[config.mk]
export PLATFORM = sky130hd
export DESIGN_NAME = regfile_2r1w
export DESIGN_NICKNAME = d
export VERILOG_FILES = /design/src/rtl/regfile_2r1w.sv
export SDC_FILE = /design/constraint.sdc
export NUM_CORES = 1
export LEC_CHECK = 0
export CAP_MARGIN = 25
export CORE_MARGIN = 4
export CORE_UTILIZATION = 50
export CTS_BUF_LIST = sky130_fd_sc_hd__clkbuf_16
export DETAILED_ROUTE_END_ITERATION = 12
export PLACE_DENSITY = 0.86
export RECOVER_POWER = 50
export SLEW_MARGIN = 20
export SYNTH_ARGS = -nofsm -noshare
export SYNTH_HDL_FRONTEND = slang
export SYNTH_SLANG_ARGS = --single-unit
[constraint.sdc]
create_clock -name clk -period 3.8 [get_ports clk]
set_clock_uncertainty 0.1 [all_clocks]
set_input_delay 1.14 -clock clk [delete_from_list [all_inputs] [get_ports clk]]
set_output_delay 1.14 -clock clk [all_outputs]
set_load 0.01 [all_outputs]
[src/rtl/regfile_2r1w.sv]
// rtl/regfile_2r1w.sv - two-read one-write register file with per-register pending (scoreboard) bits
//
// Ports:
//   clk        in   rising-edge clock for all state
//   rst        in   synchronous active-high reset; clears data and pending bits
//   we         in   write enable
//   rd         in   write index
//   result     in   write data
//   rs, rt     in   read indices for ports A and B
//   claim      in   mark register claim_idx as pending a write
//   claim_idx  in   register to mark pending
//   a, b       out  combinational read data for ports A and B
//   a_busy     out  register rs is pending
//   b_busy     out  register rt is pending
//   regs_flat  out  stored registers, register i at [i*WIDTH +: WIDTH]
//   busy_vec   out  stored pending bit of each register
module regfile_2r1w #(
    parameter int WIDTH   = 16,
    parameter int DEPTH   = 4,
    parameter int BYPASS  = 1,
    parameter int ZERO_R0 = 0,
    localparam int AW     = (DEPTH > 2) ? $clog2(DEPTH) : 1
) (
    input  logic                   clk,
    input  logic                   rst,
    input  logic                   we,
    input  logic [AW-1:0]          rd,
    input  logic [WIDTH-1:0]       result,
    input  logic [AW-1:0]          rs,
    input  logic [AW-1:0]          rt,
    input  logic                   claim,
    input  logic [AW-1:0]          claim_idx,
    output logic [WIDTH-1:0]       a,
    output logic [WIDTH-1:0]       b,
    output logic                   a_busy,
    output logic                   b_busy,
    output logic [DEPTH*WIDTH-1:0] regs_flat,
    output logic [DEPTH-1:0]       busy_vec
);

    logic [WIDTH-1:0] regs_q    [DEPTH];
    logic [WIDTH-1:0] regs_d    [DEPTH];
    logic [WIDTH-1:0] regs_view [DEPTH];
    logic [DEPTH-1:0] busy_q;
    logic [DEPTH-1:0] busy_d;
    logic [DEPTH-1:0] busy_view;
    logic             wr_en;
    logic             claim_en;

    // Qualified write/claim: the index must name an existing register, and
    // register 0 is not writable or claimable when it is hard-wired to zero.
    // wr_en deliberately ignores rst so bypass still forwards during reset.
    always_comb begin
        wr_en    = 1'b0;
        claim_en = 1'b0;
        for (int i = 0; i < DEPTH; i++) begin
            if (rd == AW'(i)) begin
                wr_en = we;
            end
            if (claim_idx == AW'(i)) begin
                claim_en = claim;
            end
        end
        if (ZERO_R0 != 0 && rd == '0) begin
            wr_en = 1'b0;
        end
        if (ZERO_R0 != 0 && claim_idx == '0) begin
            claim_en = 1'b0;
        end
    end

    // Next state. The claim is applied after the write so that a same-edge
    // claim and write to one register leaves it pending.
    always_comb begin
        busy_d = busy_q;
        for (int i = 0; i < DEPTH; i++) begin
            regs_d[i] = regs_q[i];
            if (wr_en && rd == AW'(i)) begin
                regs_d[i] = result;
                busy_d[i] = 1'b0;
            end
            if (claim_en && claim_idx == AW'(i)) begin
                busy_d[i] = 1'b1;
            end
        end
    end

    always_ff @(posedge clk) begin
        if (rst) begin
            for (int i = 0; i < DEPTH; i++) begin
                regs_q[i] <= '0;
            end
            busy_q <= '0;
        end else begin
            for (int i = 0; i < DEPTH; i++) begin
                regs_q[i] <= regs_d[i];
            end
            busy_q <= busy_d;
        end
    end

    // Visible stored state: forced to zero while reset is asserted, and
    // register 0 masked when hard-wired, so nothing undefined leaks out.
    always_comb begin
        busy_view = rst ? '0 : busy_q;
        for (int i = 0; i < DEPTH; i++) begin
            regs_view[i] = rst ? '0 : regs_q[i];
        end
        if (ZERO_R0 != 0) begin
            regs_view[0] = '0;
            busy_view[0] = 1'b0;
        end
    end

    always_comb begin
        regs_flat = '0;
        for (int i = 0; i < DEPTH; i++) begin
            regs_flat[i*WIDTH +: WIDTH] = regs_view[i];
        end
    end

    assign busy_vec = busy_view;

    // Read ports. An index with no matching register falls through to zero.
    always_comb begin
        a      = '0;
        b      = '0;
        a_busy = 1'b0;
        b_busy = 1'b0;
        for (int i = 0; i < DEPTH; i++) begin
            if (rs == AW'(i)) begin
                a      = regs_view[i];
                a_busy = busy_view[i];
            end
            if (rt == AW'(i)) begin
                b      = regs_view[i];
                b_busy = busy_view[i];
            end
        end
        if (BYPASS != 0 && wr_en) begin
            if (rd == rs) begin
                a      = result;
                a_busy = 1'b0;
            end
            if (rd == rt) begin
                b      = result;
                b_busy = 1'b0;
            end
        end
    end

endmodule

==> results.ini <==
[synthesis]
synth_edf_count = 0
synth_area_sq_um = 4420
ys_seq_elements = 68
syn-num-nets = 582
ys_types = 34
synthTopCellsByCount = nand2_1 (131), dfxtp_1 (68), nor2b_1 (67)
syn_inst = 554
syn_area_per_cell_sq_um = 7.99
synthDominantCellAreaShare = 0.308
postSynth.asyncResetShare = 0
yosys_warnings = 0
synth_most_common_cell = nand2_1
synthTopCellsByArea = dfxtp_1 (31%), mux2i_1 (14%), nand2_1 (11%)
ys_seq_area_frac = 0.308
synth_ff_type = dfxtp_1
yosysTopAreaCell = dfxtp_1

[power]
p_per_area_nw_per_um2 = 317
power_mw = 1.98
ir_drop_v = 0.000253
p_leak_nw = 2.46

[hold_path]
hp-start = busy_q[2]$_SDFFE_PP0P_
worst_hold_path_type = reg -> reg

[grt]
antenna_found_initial = 0
grt-ovfl-total = 0
track_usage = 0.310
grt_pass1_wl_um = 25000
grt_pass1_vias = 4911
grt_max_degree = 56

[drt]
ant_nets = 0
drt_first_pass_iters = 6
drtIter0Drc = 474
wl_per_cell_um = 20.4
drc_errors = 0
vias = 4884
wl_um = 16300
vias_per_cell = 6.09

[finish]
seqCellArea_sq_um = 1360
antennaDiodeCount = 0
final_cells = 802
synthToLayoutAreaGrowth_pct = 41.3
nets = 717
fin_area_sq_um = 6250
drive_above_1_share = 0.183
multi_input_area_sq_um = 2840
fill_cells = 634

[placed_design]
hpwl_um = 10800
placedCellCount = 784
io_buffers = 129
place_area_sq_um = 5950
gp_congestion = 0.972

[worst_setup_path]
slowest_stage = mux2_2
crit_path_end_kind = output pin
critical_path.max_fanout = 6
worstSetupPathType = in -> out
cp.arrival_ns = 2.52
crit_path_start_kind = input port
crit_required_ns = 2.56
crit_path_cell_trace = clkdlybuf4s15_2 -> xnor2_1 -> and3_4 -> buf_6 -> mux2_2 -> dlygate4sd2_1
rr_startpoint = regs_q[1][5]$_SDFFE_PP0P_
critPathMaxStageDelay_ns = 0.33
crit_start = rs[1]

[sta]
max_freq_ghz = 0.266
maxSlewHeadroom = 0.288
max_slew.worst_pin.slew_ns = 1.07
finalCritPeriodShare = 0.989
setup-violations-final = 0
final_hold_viol_count = 0
final_max_slew_viol_count = 0
fin_crit_ns = 3.76

[clock_tree]
clk_latency_ns = 0.33
numCtsBuffers = 9
h-tree-depth = 3
clockBufferDepth = 2
clock-root-buffer = clkbuf_16
cts_tree = built
cts_hold_buffers = 0
cts_sinks = 68
clk_pin_slew_worst_paths_ns = 0.05

[job]
cap_violations = 0

[floorplanning]
fp.coreArea_sq_um = 8680
die_area_sq_um = 10400
core.rowCount = 34
die_h_um = 102
io_pins = 130
die_w_um = 102
start_util = 0.510

[run_status]
outcome = finished, final reports clean

==> metrics by stage <==
stage | hold WS, ns | TNS (ns) | setup WS (ns) | util
floorplan | 0.327 | 0 | 0.355 | -
global placement | 0.335 | -17.83 | -0.646 | 0.685
detailed placement | 0.342 | -18.47 | -0.672 | 0.685
CTS | 0.348 | -0.00876 | -0.00678 | 0.727
global route | 0.373 | -0.0291 | -0.0291 | 0.720
finish | 0.347 | 0 | 0.0415 | 0.720
==> final timing paths <==
check                           cells past startpoint                   endpoint  slack (ns)
worst max-delay path                                6                       a[3]        0.04
worst min-delay path                                2     busy_q[2]$_SDFFE_PP0P_        0.35
worst max register to register                      2  regs_q[1][5]$_SDFFE_PP0P_        2.86
worst min register to register                      2     busy_q[2]$_SDFFE_PP0P_        0.35
==> worst max-delay path: cells and delay by family <==
family / cells / cell delay (ns)
buffers and inverters: 3 / 0.66
muxes: 1 / 0.33
and+or+nand+nor: 1 / 0.22
xor gates and xnor gates: 1 / 0.16
==> what timing repair did <==
| item | 4_1_cts | 5_1_grt |
|---|---|---|
| pin swaps | 5 | 3 |
| setup buffers | 1 | 0 |
| setup endpoints to repair | 34 | 31 |
| gates resized for setup | 100 | 21 |
| gates cloned | 1 | 0 |
| hold endpoints to repair | 0 | 0 |
==> sequential cells by signal, summed over array words and instances (netlist names) <==
register  cells
regs_q       64
busy_q        4
==> kinds of logic (layout without fill, tap and decap cells) <==
kind of cell    after synthesis  in the layout  synth area share
simple gates                231            231             0.263
buf+inv                      53            193            0.0628
mux                          92             92             0.225
flops                        68             68             0.308
xor+xnor                      4              4           0.00792
compound gates              106            106             0.134
==> power breakdown <==
part | internal (mW) | switching, mW
sequential | 0.738 | 0.0272
combinational | 0.194 | 0.209
clock | 0.498 | 0.315
total | 1.43 | 0.550
==> cell type report <==
| cell class | count | share of cell area |
|---|---|---|
| well taps | 108 | 0.0216 |
| clock inverters | 7 | 0.00941 |
| flip-flops and latches | 68 | 0.218 |
| inverters | 2 | 0.00120 |
| clock buffers | 9 | 0.0360 |
| repair buffers | 175 | 0.259 |
| multi-input cells | 433 | 0.454 |
==> cells in the final DEF (no fill, tap or decap), types with 3 or more instances in the layout <==
cell,count
a21oi_1,66
and3_1,3
buf_12,5
buf_2,7
buf_4,32
buf_6,6
clkbuf_1,3
clkbuf_16,9
clkbuf_2,14
clkdlybuf4s15_1,13
clkdlybuf4s15_2,3
clkdlybuf4s50_1,74
dfxtp_1,68
dlygate4sd2_1,4
dlygate4sd3_1,13
inv_1,3
mux2_2,22
mux2_4,10
mux2i_1,58
nand2_1,131
nand2b_1,3
nand3b_1,3
nand4b_1,4
nand4bb_1,4
nor2_1,3
nor2b_1,67
o211ai_1,4
o22ai_1,25
o22ai_2,3
xnor2_1,4
==> per-layer routing <==
| metal | vias up | GRT usage | wire length (um) |
|---|---|---|---|
| li1 | 2175 | - | - |
| met1 | 2287 | 0.378 | 6070 |
| met2 | 331 | 0.498 | 7730 |
| met3 | 91 | 0.0560 | 1490 |
| met4 | 0 | 0.210 | 1030 |
| met5 | - | 0 | 0 |
No activity file was read; power rests on OpenSTA's default activity.
